**src/rtl/keypad_scan_ctrl_if.sv**
```systemverilog
// Keypad scan bundle: synchronized row inputs, column drive and the accepted-key outputs.
// master is the scan controller; slave is the keypad/consumer side.
interface keypad_scan_ctrl_if;
  logic [3:0] rows_sync;
  logic [3:0] cols;
  logic [3:0] key_code;
  logic       key_valid;
  logic       key_held;

  modport master (
    input  rows_sync,
    output cols,
    output key_code,
    output key_valid,
    output key_held
  );

  modport slave (
    output rows_sync,
    input  cols,
    input  key_code,
    input  key_valid,
    input  key_held
  );
endinterface

```
**src/rtl/keypad_scan_ctrl.sv**
```systemverilog
// 4x4 matrix keypad scanner: walks an active-low column, debounces press and release,
// and strobes one hex key code per accepted press.
module keypad_scan_ctrl #(
  parameter int unsigned SCAN_CYCLES     = 4,
  parameter int unsigned DEBOUNCE_CYCLES = 20000,
  parameter int unsigned CNT_W           = 16
) (
  input logic                 clk,
  input logic                 reset,
  keypad_scan_ctrl_if.master  kp
);

  localparam logic [CNT_W-1:0] ScanLast = CNT_W'(SCAN_CYCLES - 1);
  localparam logic [CNT_W-1:0] DbLast   = CNT_W'(DEBOUNCE_CYCLES - 1);

  typedef enum logic [1:0] {StScan, StPressDb, StHeld, StRelDb} state_e;

  state_e           state_q;
  logic [1:0]       col_q;
  logic [1:0]       row_idx_q;
  logic [3:0]       row_q;
  logic [CNT_W-1:0] cnt_q;
  logic [3:0]       code_q;
  logic             valid_q;
  logic             held_q;

  // True when exactly one row line is pulled low.
  function automatic logic single_low(input logic [3:0] v);
    unique case (v)
      4'b1110, 4'b1101, 4'b1011, 4'b0111: single_low = 1'b1;
      default:                            single_low = 1'b0;
    endcase
  endfunction

  function automatic logic [1:0] low_index(input logic [3:0] v);
    unique case (v)
      4'b1101: low_index = 2'd1;
      4'b1011: low_index = 2'd2;
      4'b0111: low_index = 2'd3;
      default: low_index = 2'd0;
    endcase
  endfunction

  function automatic logic [3:0] key_map(input logic [1:0] r, input logic [1:0] c);
    unique case ({r, c})
      4'b0000: key_map = 4'h1;
      4'b0001: key_map = 4'h2;
      4'b0010: key_map = 4'h3;
      4'b0011: key_map = 4'hA;
      4'b0100: key_map = 4'h4;
      4'b0101: key_map = 4'h5;
      4'b0110: key_map = 4'h6;
      4'b0111: key_map = 4'hB;
      4'b1000: key_map = 4'h7;
      4'b1001: key_map = 4'h8;
      4'b1010: key_map = 4'h9;
      4'b1011: key_map = 4'hC;
      4'b1100: key_map = 4'hE;
      4'b1101: key_map = 4'h0;
      4'b1110: key_map = 4'hF;
      default: key_map = 4'hD;
    endcase
  endfunction

  always_ff @(posedge clk) begin
    if (reset) begin
      state_q   <= StScan;
      col_q     <= 2'd0;
      row_idx_q <= 2'd0;
      row_q     <= 4'hF;
      cnt_q     <= '0;
      code_q    <= 4'h0;
      valid_q   <= 1'b0;
      held_q    <= 1'b0;
    end else begin
      valid_q <= 1'b0;
      unique case (state_q)
        StScan: begin
          if (cnt_q == ScanLast) begin
            cnt_q <= '0;
            if (single_low(kp.rows_sync)) begin
              row_q     <= kp.rows_sync;
              row_idx_q <= low_index(kp.rows_sync);
              state_q   <= StPressDb;
            end else begin
              col_q <= col_q + 2'd1;
            end
          end else begin
            cnt_q <= cnt_q + 1'b1;
          end
        end
        StPressDb: begin
          // Any change in the full row pattern, including a second row, aborts the press.
          if (kp.rows_sync == row_q) begin
            if (cnt_q == DbLast) begin
              state_q <= StHeld;
              code_q  <= key_map(row_idx_q, col_q);
              valid_q <= 1'b1;
              held_q  <= 1'b1;
              cnt_q   <= '0;
            end else begin
              cnt_q <= cnt_q + 1'b1;
            end
          end else begin
            state_q <= StScan;
            col_q   <= col_q + 2'd1;
            cnt_q   <= '0;
          end
        end
        StHeld: begin
          // Only the latched row bit matters; column stays frozen so other keys are invisible.
          if (kp.rows_sync[row_idx_q]) begin
            state_q <= StRelDb;
            cnt_q   <= '0;
          end
        end
        StRelDb: begin
          if (!kp.rows_sync[row_idx_q]) begin
            state_q <= StHeld;
            cnt_q   <= '0;
          end else if (cnt_q == DbLast) begin
            state_q <= StScan;
            held_q  <= 1'b0;
            col_q   <= col_q + 2'd1;
            cnt_q   <= '0;
          end else begin
            cnt_q <= cnt_q + 1'b1;
          end
        end
        default: begin
          state_q <= StScan;
          cnt_q   <= '0;
        end
      endcase
    end
  end

  assign kp.cols      = ~(4'b0001 << col_q);
  assign kp.key_code  = code_q;
  assign kp.key_valid = valid_q;
  assign kp.key_held  = held_q;

endmodule

```
**src/flat_wrapper.sv**
```systemverilog
// flat-port wrapper written by rule: the top's interface ports become plain ports
module keypad_scan_ctrl_flat 
#(
  parameter int unsigned SCAN_CYCLES     = 4,
  parameter int unsigned DEBOUNCE_CYCLES = 20000,
  parameter int unsigned CNT_W           = 16
)
  (clk, reset, kp_rows_sync, kp_cols, kp_key_code, kp_key_valid, kp_key_held);
  keypad_scan_ctrl_if kp_i ();
  input logic clk;
  input logic reset;
  input wire logic [$bits(kp_i.rows_sync)-1:0] kp_rows_sync;
  output wire logic [$bits(kp_i.cols)-1:0] kp_cols;
  output wire logic [$bits(kp_i.key_code)-1:0] kp_key_code;
  output wire logic [$bits(kp_i.key_valid)-1:0] kp_key_valid;
  output wire logic [$bits(kp_i.key_held)-1:0] kp_key_held;
  assign kp_i.rows_sync = kp_rows_sync;
  assign kp_cols = kp_i.cols;
  assign kp_key_code = kp_i.key_code;
  assign kp_key_valid = kp_i.key_valid;
  assign kp_key_held = kp_i.key_held;
  keypad_scan_ctrl #(.SCAN_CYCLES(SCAN_CYCLES), .DEBOUNCE_CYCLES(DEBOUNCE_CYCLES), .CNT_W(CNT_W)) u_core (.clk(clk), .reset(reset), .kp(kp_i));
endmodule
```
**config.mk**
```make
export PLATFORM = sky130hd
export DESIGN_NAME = keypad_scan_ctrl_flat
export DESIGN_NICKNAME = d
export VERILOG_FILES = /design/src/rtl/keypad_scan_ctrl_if.sv /design/src/rtl/keypad_scan_ctrl.sv /design/src/flat_wrapper.sv
export SDC_FILE = /design/constraint.sdc
export NUM_CORES = 1
export LEC_CHECK = 0
export BUFFER_PORTS_ARGS = -buffer_cell sky130_fd_sc_hd__buf_2
export CAP_MARGIN = 10
export CORE_ASPECT_RATIO = 1.75
export CORE_MARGIN = 3
export CORE_UTILIZATION = 25
export DETAILED_ROUTE_END_ITERATION = 6
export GPL_TIMING_DRIVEN = 1
export PLACE_DENSITY_LB_ADDON = 0.08
export SYNTH_ARGS = -nofsm -noshare
export SYNTH_HDL_FRONTEND = slang
export SYNTH_SLANG_ARGS = --single-unit
```
**constraint.sdc**
```tcl
create_clock -name clk -period 3.6 [get_ports clk]
set_input_delay 0.54 -clock clk [delete_from_list [all_inputs] [get_ports clk]]
set_output_delay 0.54 -clock clk [all_outputs]
set_load 0.05 [all_outputs]
```
# Yosys cells after proc, flatten, opt, wreduce, memory -nomap -nowiden
# Memory sizes are Yosys's and may differ from the RTL's. A register that Yosys moved wholly into a read port is not among the register bits.
# Cells that the tools add are included.
[totals]
reg_bits = 28
romBits = 64
in_bits = 6
output_inout_bits = 10
wordCells = 79
n_memories = 1
[mem_list]
columns = ["memory", "words", "width", "read_ports", "rd_ports_with_merged_regs", "wr", "line_no", "source"]
rows = [
  ["(no name shown)", 16, 4, 1, 1, 0, "keypad_scan_ctrl.sv:45", "unique case ({r, c})"],
]
[op_classes]
addsub = 2
magnitude_cmp = 1
eq_ne = 21
shifts = 1
muxes = 33
bitwise_logic = 3
reduce_logical = 10
[ops]
columns = ["op", "count"]
rows = [
  ["$mux 16", 5],
  ["$pmux 16 s4", 1],
  ["$mux 2", 12],
  ["$add 16x1->16 const B", 1],
  ["$eq 16x15->1 const B", 1],
  ["$eq 16x2->1 const B", 1],
  ["$eq 4x4->1 const B", 3],
  ["$ne 2x1->1 const B", 6],
  ["$pmux 2 s3", 2],
  ["$mux 1", 10],
  ["$reduce_and 5->1", 2],
  ["$pmux 2 s4", 1],
  ["$ne 2x2->1 const B", 3],
  ["$reduce_and 3->1", 2],
  ["$reduce_and 6->1", 1],
  ["$eq 2x2->1 const B", 2],
  ["$eq 4x3->1 const B", 1],
  ["$eq 4x4->1", 1],
  ["$not 4->4", 1],
  ["$reduce_or 4->1", 1],
  ["$shl 1x2->4 const A", 1],
  ["$lt 2x3->1 const B", 1],
  ["$ne 3x2->1 const B", 1],
  ["$ne 3x3->1 const B", 1],
  ["9 further kinds", 10],
]

# Logic depth before layout (Yosys ltp)
[logic_depth]
word_depth = 9
mapped_depth = 7
ltp_nobuf = 7

# Worst setup path before layout
# No wires, ideal clock.
[synth_timing]
path_type = "register -> register"
startpoint = "register u_core.cnt_q[0]"
endpoint = "register u_core.col_q[1]"
arrival_time_ns = 2.452
required_time_ns = 3.466
path_slack_ns = 1.014
stages_incl_launch_ff = 7
synth_period_minus_slack_ns = 2.586
path_cell_list = "dfxtp_1 > ha_1 > or4b_4 > or4_4 > o41ai_4 > nor4_1 > or4_1"
[synth_via]
elab_chain_len = 3
[synth_lines]
columns = ["element", "line_no", "source"]
rows = [
  ["start, declared", "keypad_scan_ctrl.sv:22", "logic [CNT_W-1:0] cnt_q;"],
  ["start signal, assigned", "keypad_scan_ctrl.sv:89", "cnt_q <= cnt_q + 1'b1;"],
  ["start signal, assigned", "keypad_scan_ctrl.sv:102", "cnt_q <= cnt_q + 1'b1;"],
  ["start signal, assigned", "keypad_scan_ctrl.sv:127", "cnt_q <= cnt_q + 1'b1;"],
  ["$eq 16x15->1 / $eq 16x2->1 (equally long branches)", "keypad_scan_ctrl.sv:121, keypad_scan_ctrl.sv:79", ""],
  ["$ne 2x1->1 (no line)", "n/a", ""],
  ["$reduce_and 6->1 (no line) *", "n/a", ""],
  ["end signal, assigned", "keypad_scan_ctrl.sv:86", "col_q <= col_q + 2'd1;"],
  ["end signal, assigned", "keypad_scan_ctrl.sv:106", "col_q <= col_q + 2'd1;"],
  ["end signal, assigned", "keypad_scan_ctrl.sv:124", "col_q <= col_q + 2'd1;"],
  ["end, declared", "keypad_scan_ctrl.sv:19", "logic [1:0] col_q;"],
]
# Mark *: on every way between the ends. The rest lies on a longest branch, timed or not.
# A chain may end at the register's enable or synchronous reset.

# Worst setup path after layout
# Ends and elaborated chain as after synthesis.

==> impl_metrics.ini <==
[worst_setup_path]
worstPathRequired_ns = 3.75
endpoint_kind = flip-flop
critPathArrivalTime_ns = 2.89
cp.buffers_inverters = 0
worst-path-max-fanout = 5
cp_slowest_cell = or4_4
crit_chain = ha_1 > or4b_4 > or4_4 > o41ai_4 > nor4_1 > or4_1
slowest_delay_ns = 0.57
path_class = reg -> reg
start_kind = flip-flop
critical_path.top_delay_family = simple AND/OR/NAND/NOR gates

[timing]
post-route-min-period_ns = 2.74
worst_slack_ns = 0.862
fmax_mhz = 365
worstMarginPinSlew_ns = 0.743
slew_violations = 0
fin_crit_sh_pct = 76.1
tns_ns = 0
setup_violations = 0
fin_skew_ns = 0.00420
hold_viol = 0
slew_headroom_pct = 50.5
rsz0062_at_grt = false

[route]
drt-pass1-iter-count = 4
drc = 0
drt-initial-drc-count = 75
avgRoutedWirePerCell_um = 15.3
num_vias = 1512
viasPerCell = 4.91
drt-total-wl_um = 4710
postRouteAntennaNets = 0

[logic_synthesis]
yosysSeqAreaShare_pct = 34.7
yosys.area.top_type = dfxtp_1
synth-async-reset-ratio_pct = 0
yosysWarningCount = 0
synth-seq-cells = 32
synthTopCellsByCount = dfxtp_1 (32), nor3_1 (23), xor2_1 (18)
syn-cell-area_mm2 = 0.00185
syn-num-nets = 225
synth_top_cells_by_area = dfxtp_1 (35%), xor2_1 (8.5%), nor3_1 (6.2%)
ys_types = 42
synth_edf_count = 0
synth_most_common_cell = dfxtp_1
synth_ff_type = dfxtp_1
synth.top_cell.area_share_pct = 34.7
syn_inst = 212
syn_avg_cell_area_um2 = 8.71

[floorplan]
core_area_mm2 = 0.00701
die_area_mm2 = 0.00850
num_rows = 40
die_x_um = 71.0
die_h_um = 120
num_io_pins = 16
start_util_pct = 26.4

[cts]
cts_buffers = 5
cts_root_buffer = clkbuf_16
clockBufferDepth = 2
cts_tree = done
post-cts-setup-buffers = 0
cts_hold_buf = 0
clk_latency_ns = 0.28
post_cts_resized = 0
cts_num_sinks = 32
htreeDepth = 2
path_clk_slew_ns = 0.05

[final_layout]
antenna_cells = 0
syn2layout_area_growth_pct = 15.9
layout-drive-gt1-share_pct = 14.7
fillers = 768
regArea_um2 = 641
layout.nets = 236
multiInputGateArea_mm2 = 0.00111
fin_cells = 308
final_core_util_pct = 30.6

[global_route]
grt_pass1_wl_um = 7640
grt_pass1_vias = 1543
groute.usage.overall_pct = 11.7
globalRouteOverflowTotal = 0
antenna_found_initial = 0
grt_max_degree = 39

[placement]
gp_congestion = 0.712
io_buffers = 15
place_inst = 300
dp_hpwl_um = 3380
place_ws_ns = 0.880

[pwr]
power.density_mw_per_mm2 = 415
leakagePower_nw = 0.812
peakVddDrop_uv = 174
switching_share_pct = 24.6
power_frac_clock_pct = 48.6
seqPwrFrac_pct = 41.6
cell_internal_pwr_mw = 0.669
p_switching_mw = 0.219
power_frac_comb_pct = 9.8

[flow_run]
maxCapViolCount = 0

[min_path]
hp-class = reg -> reg

[run_status]
status = complete, no violations
state kept, by name, summed over array words and instances, names as in the netlist:
| signal | flops |
|---|---|
| u_core.col_q | 2 |
| u_core.row_idx_q | 2 |
| u_core.state_q | 2 |
| u_core.row_q | 4 |
| u_core.cnt_q | 16 |
| u_core.kp.key_held | 1 |
| u_core.kp.key_valid | 1 |
| u_core.kp.key_code | 4 |
path summary, 6_finish.rpt:
| check | start | slack (ns) | endpoint | cells after the start |
|---|---|---|---|---|
| worst min register to register | u_core.kp.key_held | 0.48 | u_core.kp.key_held | 2 |
| worst max register to register | u_core.cnt_q[0] | 0.86 | u_core.col_q[1] | 6 |
| worst max-delay path | u_core.cnt_q[0] | 0.86 | u_core.col_q[1] | 6 |
| worst min-delay path | u_core.kp.key_held | 0.48 | u_core.kp.key_held | 2 |
worst reg2reg max path, stage by stage (launching register included):
cell and delay [ns]:
dfxtp_1 0.37, ha_1 0.18, or4b_4 0.50, or4_4 0.57
o41ai_4 0.40, nor4_1 0.08, or4_1 0.51
layer usage:
metal	GRT usage, %	vias to the layer above	share of wire, %	wire length (um)
met3	2.26	6	2.6	121
met1	11.4	711	40	1870
met5	0	-	0	0
li1	-	775	-	-
met2	22.3	20	56	2650
met4	6.00	0	1.3	63
layout by cell type (no fill, tap or decap), drive strengths merged, types with 7 or more instances in the layout:
master / synthesis / routed
mux2i: 8 / 8
buf: 3 / 17
ha: 7 / 7
clkbuf: 10 / 7
xor2: 18 / 18
dfxtp: 32 / 32
nand2: 12 / 12
nand3: 11 / 11
nor3: 24 / 24
inv: 11 / 11
nor2: 17 / 17
or4: 7 / 7
metrics by stage:
step | power [mW] | hold slack [ns] | instance area (um^2)
6_report | 0.888 | 0.478 | 2140
3_5_place_dp | 0.466 | 0.467 | 1990
2_1_floorplan | 0.442 | 0.456 | 1850
5_1_grt | 0.931 | 0.510 | 2140
4_1_cts | 0.909 | 0.475 | 2140
3_3_place_gp | 0.465 | 0.470 | 1990
cell type report:
| type | count | area share [%] |
|---|---|---|
| repair buffers | 17 | 4.21 |
| multi-input cells | 156 | 52.0 |
| clock buffers | 7 | 6.66 |
| well taps | 84 | 4.91 |
| clock inverters | 1 | 0.351 |
| inverters | 11 | 1.93 |
| flip-flops and latches | 32 | 29.9 |
cells by family (layout without fill, tap and decap cells):
| logic type | count (synthesis) | after routing | synth area share (%) |
|---|---|---|---|
| and+or+nand+nor | 95 | 95 | 28.5 |
| xor gates and xnor gates | 22 | 22 | 10.4 |
| buffers and inverters | 24 | 36 | 5.01 |
| muxes | 12 | 12 | 7.99 |
| adders and majority gates | 7 | 7 | 4.74 |
| AOI/OAI and AO/OA | 20 | 20 | 8.67 |
| DFF | 32 | 32 | 34.7 |
power by group through the flow:
stage                     Sequential, mW  Combinational [mW]  Clock [mW]
final                              0.370              0.0866       0.432
after global routing               0.371              0.0971       0.463
after CTS                          0.370              0.0886       0.451
after detailed placement           0.377              0.0884           0
after global placement             0.377              0.0876           0
after floorplan                    0.374              0.0674           0
Note: power is estimated with default switching activity, not from simulation.
